## config.mk

```make
export PLATFORM = sky130hd
export DESIGN_NAME = multicycle_controller_flat
export DESIGN_NICKNAME = d
export VERILOG_FILES = /design/src/rtl/multicycle_controller_if.sv /design/src/rtl/multicycle_controller.sv /design/src/flat_wrapper.sv
export SDC_FILE = /design/constraint.sdc
export NUM_CORES = 1
export LEC_CHECK = 0
export ABC_AREA = 1
export CAP_MARGIN = 0
export CORE_MARGIN = 4
export CORE_UTILIZATION = 52
export CTS_CLUSTER_SIZE = 20
export DETAILED_ROUTE_END_ITERATION = 8
export GPL_TIMING_DRIVEN = 0
export PLACE_DENSITY = 0.92
export SYNTH_ARGS = -nofsm -noshare
export SYNTH_HDL_FRONTEND = slang
export SYNTH_SLANG_ARGS = --single-unit
```

## constraint.sdc

```tcl
create_clock -name clk -period 2.5 [get_ports clk]
set_clock_uncertainty 0.2 [all_clocks]
set_input_delay 0.75 -clock clk [delete_from_list [all_inputs] [get_ports clk]]
set_output_delay 0.75 -clock clk [all_outputs]
set_load 0.02 [all_outputs]
```

## src/rtl/multicycle_controller_if.sv

```systemverilog
// rtl/multicycle_controller_if.sv - control/status bundle between the sequencer and the datapath/memory side
interface multicycle_controller_if;
  logic [6:0]  opcode;
  logic        br_taken;
  logic        mem_ready;
  logic        ir_we;
  logic        pc_we;
  logic        pc_src;
  logic        mem_req;
  logic        mem_we;
  logic        mem_addr_sel;
  logic        rf_we;
  logic        mem_to_reg;
  logic [1:0]  alu_op_mode;
  logic [1:0]  alu_src;
  logic [2:0]  state;
  logic        illegal;
  logic        timeout;
  logic [31:0] instr_cnt;

  modport master (
    input  opcode, br_taken, mem_ready,
    output ir_we, pc_we, pc_src, mem_req, mem_we, mem_addr_sel,
           rf_we, mem_to_reg, alu_op_mode, alu_src,
           state, illegal, timeout, instr_cnt
  );

  modport slave (
    output opcode, br_taken, mem_ready,
    input  ir_we, pc_we, pc_src, mem_req, mem_we, mem_addr_sel,
           rf_we, mem_to_reg, alu_op_mode, alu_src,
           state, illegal, timeout, instr_cnt
  );
endinterface

```

## src/rtl/multicycle_controller.sv

```systemverilog
// rtl/multicycle_controller.sv - multicycle instruction sequencer with bounded memory handshakes
module multicycle_controller #(
  parameter int unsigned TIMEOUT = 255
) (
  input  logic                   clk,
  input  logic                   rst,
  multicycle_controller_if.master bus
);
  localparam int WW = $clog2(TIMEOUT + 2);
  localparam logic [WW-1:0] WAIT_MAX = WW'(TIMEOUT);

  typedef enum logic [2:0] {
    FETCH = 3'd0, DECODE = 3'd1, EXEC = 3'd2, MEM = 3'd3, WB = 3'd4, HALT = 3'd7
  } state_e;

  typedef enum logic [2:0] {
    CL_REG = 3'd0, CL_IMM = 3'd1, CL_LOAD = 3'd2, CL_STORE = 3'd3, CL_BRANCH = 3'd4
  } class_e;

  state_e        state_q, state_d;
  class_e        class_q, class_d;
  logic [WW-1:0] wait_q, wait_d;
  logic          illegal_q, illegal_d;
  logic          timeout_q, timeout_d;
  logic [31:0]   cnt_q, cnt_d;

  logic       ir_we, pc_we, pc_src, mem_req, mem_we, mem_addr_sel, rf_we, mem_to_reg;
  logic [1:0] alu_op_mode, alu_src;

  always_ff @(posedge clk) begin
    if (rst) begin
      state_q   <= FETCH;
      class_q   <= CL_IMM;
      wait_q    <= '0;
      illegal_q <= 1'b0;
      timeout_q <= 1'b0;
      cnt_q     <= '0;
    end else begin
      state_q   <= state_d;
      class_q   <= class_d;
      wait_q    <= wait_d;
      illegal_q <= illegal_d;
      timeout_q <= timeout_d;
      cnt_q     <= cnt_d;
    end
  end

  // Strobes are held low while rst is asserted so a pending write is abandoned at once.
  always_comb begin
    state_d      = state_q;
    class_d      = class_q;
    wait_d       = wait_q;
    illegal_d    = illegal_q;
    timeout_d    = timeout_q;
    cnt_d        = cnt_q;
    ir_we        = 1'b0;
    pc_we        = 1'b0;
    pc_src       = 1'b0;
    mem_req      = 1'b0;
    mem_we       = 1'b0;
    mem_addr_sel = 1'b0;
    rf_we        = 1'b0;
    mem_to_reg   = 1'b0;
    if (!rst) begin
      case (state_q)
        FETCH: begin
          mem_req = 1'b1;
          if (bus.mem_ready) begin
            ir_we   = 1'b1;
            state_d = DECODE;
          end
        end
        DECODE: begin
          state_d = EXEC;
          case (bus.opcode)
            7'b0110011: class_d = CL_REG;
            7'b0010011: class_d = CL_IMM;
            7'b0000011: class_d = CL_LOAD;
            7'b0100011: class_d = CL_STORE;
            7'b1100011: class_d = CL_BRANCH;
            default: begin
              illegal_d = 1'b1;
              state_d   = HALT;
            end
          endcase
        end
        EXEC: begin
          case (class_q)
            CL_BRANCH: begin
              pc_we   = 1'b1;
              pc_src  = bus.br_taken;
              state_d = FETCH;
            end
            CL_LOAD, CL_STORE: state_d = MEM;
            default:           state_d = WB;
          endcase
        end
        MEM: begin
          mem_req      = 1'b1;
          mem_addr_sel = 1'b1;
          mem_we       = (class_q == CL_STORE);
          if (bus.mem_ready) begin
            if (class_q == CL_STORE) begin
              pc_we   = 1'b1;
              state_d = FETCH;
            end else begin
              state_d = WB;
            end
          end
        end
        WB: begin
          rf_we      = 1'b1;
          mem_to_reg = (class_q == CL_LOAD);
          pc_we      = 1'b1;
          state_d    = FETCH;
        end
        default: state_d = HALT;
      endcase

      // A ready arriving on the WAIT_MAX cycle still completes the handshake.
      if (mem_req && !bus.mem_ready) begin
        if (wait_q == WAIT_MAX) begin
          timeout_d = 1'b1;
          state_d   = HALT;
        end else begin
          wait_d = wait_q + WW'(1);
        end
      end
      if ((state_d == FETCH || state_d == MEM) && state_d != state_q) wait_d = '0;
      if (pc_we) cnt_d = cnt_q + 32'd1;
    end
  end

  always_comb begin
    alu_op_mode = 2'b00;
    alu_src     = 2'b01;
    case (class_q)
      CL_REG: begin
        alu_src     = 2'b00;
        alu_op_mode = 2'b01;
      end
      CL_STORE:  alu_src = 2'b10;
      CL_BRANCH: alu_src = 2'b11;
      default:   alu_src = 2'b01;
    endcase
  end

  assign bus.ir_we        = ir_we;
  assign bus.pc_we        = pc_we;
  assign bus.pc_src       = pc_src;
  assign bus.mem_req      = mem_req;
  assign bus.mem_we       = mem_we;
  assign bus.mem_addr_sel = mem_addr_sel;
  assign bus.rf_we        = rf_we;
  assign bus.mem_to_reg   = mem_to_reg;
  assign bus.alu_op_mode  = alu_op_mode;
  assign bus.alu_src      = alu_src;
  assign bus.state        = state_q;
  assign bus.illegal      = illegal_q;
  assign bus.timeout      = timeout_q;
  assign bus.instr_cnt    = cnt_q;
endmodule
```

## src/flat_wrapper.sv

```systemverilog
// flat-port wrapper written by rule: the top's interface ports become plain ports
module multicycle_controller_flat 
#(
  parameter int unsigned TIMEOUT = 255
)
  (clk, rst, bus_opcode, bus_br_taken, bus_mem_ready, bus_ir_we, bus_pc_we, bus_pc_src, bus_mem_req, bus_mem_we, bus_mem_addr_sel, bus_rf_we, bus_mem_to_reg, bus_alu_op_mode, bus_alu_src, bus_state, bus_illegal, bus_timeout, bus_instr_cnt);
  multicycle_controller_if bus_i ();
  input  logic clk;
  input  logic rst;
  input wire logic [$bits(bus_i.opcode)-1:0] bus_opcode;
  input wire logic [$bits(bus_i.br_taken)-1:0] bus_br_taken;
  input wire logic [$bits(bus_i.mem_ready)-1:0] bus_mem_ready;
  output wire logic [$bits(bus_i.ir_we)-1:0] bus_ir_we;
  output wire logic [$bits(bus_i.pc_we)-1:0] bus_pc_we;
  output wire logic [$bits(bus_i.pc_src)-1:0] bus_pc_src;
  output wire logic [$bits(bus_i.mem_req)-1:0] bus_mem_req;
  output wire logic [$bits(bus_i.mem_we)-1:0] bus_mem_we;
  output wire logic [$bits(bus_i.mem_addr_sel)-1:0] bus_mem_addr_sel;
  output wire logic [$bits(bus_i.rf_we)-1:0] bus_rf_we;
  output wire logic [$bits(bus_i.mem_to_reg)-1:0] bus_mem_to_reg;
  output wire logic [$bits(bus_i.alu_op_mode)-1:0] bus_alu_op_mode;
  output wire logic [$bits(bus_i.alu_src)-1:0] bus_alu_src;
  output wire logic [$bits(bus_i.state)-1:0] bus_state;
  output wire logic [$bits(bus_i.illegal)-1:0] bus_illegal;
  output wire logic [$bits(bus_i.timeout)-1:0] bus_timeout;
  output wire logic [$bits(bus_i.instr_cnt)-1:0] bus_instr_cnt;
  assign bus_i.opcode = bus_opcode;
  assign bus_i.br_taken = bus_br_taken;
  assign bus_i.mem_ready = bus_mem_ready;
  assign bus_ir_we = bus_i.ir_we;
  assign bus_pc_we = bus_i.pc_we;
  assign bus_pc_src = bus_i.pc_src;
  assign bus_mem_req = bus_i.mem_req;
  assign bus_mem_we = bus_i.mem_we;
  assign bus_mem_addr_sel = bus_i.mem_addr_sel;
  assign bus_rf_we = bus_i.rf_we;
  assign bus_mem_to_reg = bus_i.mem_to_reg;
  assign bus_alu_op_mode = bus_i.alu_op_mode;
  assign bus_alu_src = bus_i.alu_src;
  assign bus_state = bus_i.state;
  assign bus_illegal = bus_i.illegal;
  assign bus_timeout = bus_i.timeout;
  assign bus_instr_cnt = bus_i.instr_cnt;
  multicycle_controller #(.TIMEOUT(TIMEOUT)) u_core (.clk(clk), .rst(rst), .bus(bus_i));
endmodule
```

==> metrics.csv <==
stage,metric,value,unit
outcome,outcome,"finished, final reports clean",
drt,via_per_inst,5.35,
drt,num_vias,3214,
setup_path,cp-end-kind,output port,
timing,max_freq,405,MHz
logic_synthesis,synth_compound_area_share,8.42,%
logic_synthesis,synth_fa_ha_area_share,1.28,%
finish,diodes,0,
min_path,min_path_type,flop to flop,
pwr,ir_drop,0.000618,V
finish,area_growth,27.1,%
floorplanning,die_y,83.0,um
place,gp_congestion,0.924,
drt,wirelength,7.77,mm
drt,detail_route.drc_violations,0,
logic_synthesis,yosys.area_share.simple,43.3,%
global_route,grt_max_degree,16,
global_route,grt_usage,22.9,%
finish,fin_nets,543,
timing,rsz0062_at_grt,yes,
drt,drtIter0Drc,223,
logic_synthesis,syn-instance-count,465,
logic_synthesis,syn_avg_cell_area,6.29,um^2
cts,ctsHtreeMaxLevel,2,
setup_path,critPathRequiredTime,1.55,ns
cts,ctsLongestPathBuffers,2,
cts,numCtsBuffers,5,
timing,slew_headroom,60.6,%
setup_path,crit_type,primary input to output port,
finish,drive_gt1_share,12.5,%
timing,hold_viol,0,
timing,finalSetupViolations,0,
cts,insertion_delay,0.30,ns
global_route,grt_pass1_vias,3128,
logic_synthesis,yosysSeqAreaShare,33.5,%
logic_synthesis,synth_top_family_by_area,simple AND/OR/NAND/NOR gates,
setup_path,path_max_fanout,15,
setup_path,arrival,1.52,ns
drt,dr.pass1.iters,6,
logic_synthesis,synth_area,0.00293,mm^2
drt,ant_nets,0,
setup_path,r2r_cells,13,
logic_synthesis,yosysUniqueCellTypes,35,
floorplanning,dieArea,0.00689,mm^2
setup_path,crit_chain,"clkdlybuf4s15_1, nand3_2, nand2_4, inv_4, nor2_2, buf_4",
timing,tightest_slew,0.590,ns
setup_path,start_kind,primary input,
setup_path,worst-r2r-setup-slack,0.25,ns
place,io_buffers,57,
pwr,power_density,597,mW/mm^2
global_route,grt-ovfl-total,0,
logic_synthesis,synth_xor_area_share,3.89,%
drt,wl_per_cell,12.9,um
flow_run,maxCapViolations,0,
timing,layout_setup_ws,0.0289,ns
logic_synthesis,ys_ff_latch,49,
setup_path,reg2reg_from,u_core.wait_q[0]$_SDFFE_PP0P_,
timing,period_needed,2.47,ns
floorplanning,core-area,0.00547,mm^2
timing,finalCritPeriodShare,98.8,%
setup_path,critPathLaunch,bus_mem_ready,
floorplanning,row_count,27,
floorplanning,initial_core_util,53.5,%
cts,root_buffer,clkbuf_8,
finish,postLayoutCoreUtil,68.0,%
floorplanning,ios,60,
pwr,cellLeakagePower,1.39,nW
logic_synthesis,yosysWarningCount,0,
setup_path,slowest_delay,0.25,ns
cts,clk_pin_slew,0.09,ns
setup_path,r2r-end,u_core.wait_q[3]$_SDFFE_PP0P_,
global_route,antenna_found_initial,0,
timing,drv_slew,0,
cts,cts.sinks,49,
place,dp_hpwl,5.95,mm
floorplanning,die_w,83.0,um
finish,fill_cells,488,
cts,tritoncts,done,
setup_path,cp_slowest_cell,clkdlybuf4s15_1,
logic_synthesis,synth.mux.area_fraction,0,%
setup_path,crit_path_end,bus_pc_we,
logic_synthesis,synth_nets,479,
global_route,grt_pass1_wl,13.4,mm
place,place_worst_setup_slack,-1.02,ns
[per-layer routing]
layer,share of wire (%),up-vias,track usage (%)
met1,40,1452,26.9
met3,7.2,26,4.76
met4,2.8,0,9.36
met5,0,-,0
li1,-,1588,-
met2,50,148,40.5
[where the power goes]
group	total, mW	internal (mW)	switching, mW
sequential	0.910	0.840	0.0704
clock	0.477	0.220	0.256
combinational	0.833	0.290	0.543
total	2.22	1.35	0.870
[area by class of cell]
type                    count  area (um^2)  share of cell area (%)
plain buffers               9         71.3                    1.92
clock buffers               7         86.3                    2.32
inverters                  59          226                    6.09
multi-input cells         347         1710                    46.0
flip-flops and latches     49          991                    26.6
well taps                  72         90.1                    2.42
repair buffers             58          543                    14.6
[flip-flops by register name, summed over array words and instances, names as in the netlist]
signal	count
u_core.bus.instr_cnt	32
u_core.wait_q	9
u_core.bus.state	3
u_core.class_q	3
u_core.bus.illegal	1
u_core.bus.timeout	1
[how the worst min path moves through the flow]
stage | from | endpoint | cells after the start
6_report | u_core.bus.timeout$_SDFFE_PP0P_ | u_core.bus.timeout$_SDFFE_PP0P_ | 2
2_1_floorplan | u_core.class_q[1]$_SDFFE_PP0P_ | u_core.class_q[1]$_SDFFE_PP0P_ | 2
3_5_place_dp | u_core.bus.timeout$_SDFFE_PP0P_ | u_core.bus.timeout$_SDFFE_PP0P_ | 2
5_1_grt | u_core.bus.timeout$_SDFFE_PP0P_ | u_core.bus.timeout$_SDFFE_PP0P_ | 2
4_1_cts | u_core.bus.timeout$_SDFFE_PP0P_ | u_core.bus.timeout$_SDFFE_PP0P_ | 2
3_3_place_gp | u_core.bus.timeout$_SDFFE_PP0P_ | u_core.bus.timeout$_SDFFE_PP0P_ | 2
[Yosys cell counts]
| master | n | area, um^2 |
|---|---|---|
| and3_1 | 2 | 12.5 |
| nor2_1 | 65 | 244 |
| inv_1 | 51 | 191 |
| xor2_1 | 11 | 96.3 |
| inv_2 | 7 | 26.3 |
| buf_4 | 2 | 15.0 |
| buf_6 | 1 | 11.3 |
| nor3b_2 | 1 | 12.5 |
| nand2_4 | 2 | 22.5 |
| nor3b_1 | 3 | 22.5 |
| nor4_1 | 1 | 6.26 |
| nand3b_1 | 6 | 45.0 |
| nand4_1 | 6 | 37.5 |
| o21ai_0 | 7 | 35.0 |
| xnor2_1 | 2 | 17.5 |
| conb_1 | 1 | 3.75 |
| o311ai_0 | 1 | 8.76 |
| o21a_1 | 1 | 7.51 |
| or3_1 | 1 | 6.26 |
| clkinv_1 | 1 | 3.75 |
| nand2_2 | 3 | 18.8 |
| o21ai_1 | 7 | 35.0 |
| ha_1 | 3 | 37.5 |
| nor3_2 | 3 | 30.0 |
| nand3_2 | 2 | 20.0 |
| and2_1 | 1 | 6.26 |
| buf_2 | 2 | 10.0 |
| nand3_1 | 25 | 125 |
| nor3_1 | 17 | 85.1 |
| nor2_2 | 10 | 62.6 |
| nor2_4 | 1 | 11.3 |
| nand2_1 | 133 | 499 |
| clkbuf_1 | 5 | 18.8 |
| dfxtp_1 | 49 | 981 |
| a21oi_1 | 32 | 160 |
[kinds of logic after synthesis]
logic type | count (synthesis)
adders and majority gates | 3
other | 1
buffers and inverters | 69
DFF | 49
and+or+nand+nor | 282
xor gates and xnor gates | 13
AOI/OAI and AO/OA | 48
[placed cells by master, fill, tap and decap left out, types with 2 or more instances in the layout]
cell type,count
nand2_1,132
nor2_1,60
inv_1,51
clkdlybuf4s50_1,45
dfxtp_1,45
a21oi_1,32
nand3_1,23
nor3_1,16
nor2_2,14
xor2_1,11
clkbuf_8,8
o21ai_0,7
buf_2,7
o21ai_1,7
nand4_1,6
nand3b_1,6
inv_2,5
buf_4,5
nand2_2,4
nand3_2,4
nor3_2,4
nor3b_1,3
clkbuf_1,3
inv_4,2
nor2_4,2
nand2_4,2
xnor2_1,2
and3_1,2
ha_1,2
dlygate4sd2_1,2
dfxtp_2,2
dfxtp_4,2
[repair_timing]
| action | 4_1_cts | 5_1_grt |
|---|---|---|
| setup endpoints to repair | 10 | 16 |
| gates resized for setup | 45 | 20 |
| hold buffers | 0 | 0 |
| pin swaps | 1 | 1 |
| setup buffers | 1 | 0 |
[through the flow]
| stage | instance area (um^2) | total power [mW] | hold slack [ns] | cells | TNS [ns] |
|---|---|---|---|---|---|
| final | 3720 | 2.22 | 0.264 | 601 | 0 |
| after global routing | 3720 | 2.37 | 0.297 | 601 | -0.0482 |
| after CTS | 3710 | 2.21 | 0.268 | 601 | -0.0574 |
| after detailed placement | 3600 | 1.72 | 0.251 | 594 | -6.17 |
| after global placement | 3600 | 1.71 | 0.245 | 594 | -5.72 |
| after floorplan | 2940 | 1.44 | 0.282 | 465 | 0 |
[worst max-delay path: cells and delay by family]
kind          cells  cell delay, ns
buf+inv           3            0.47
simple gates      3            0.30
Note: power is estimated with default switching activity, not from simulation.
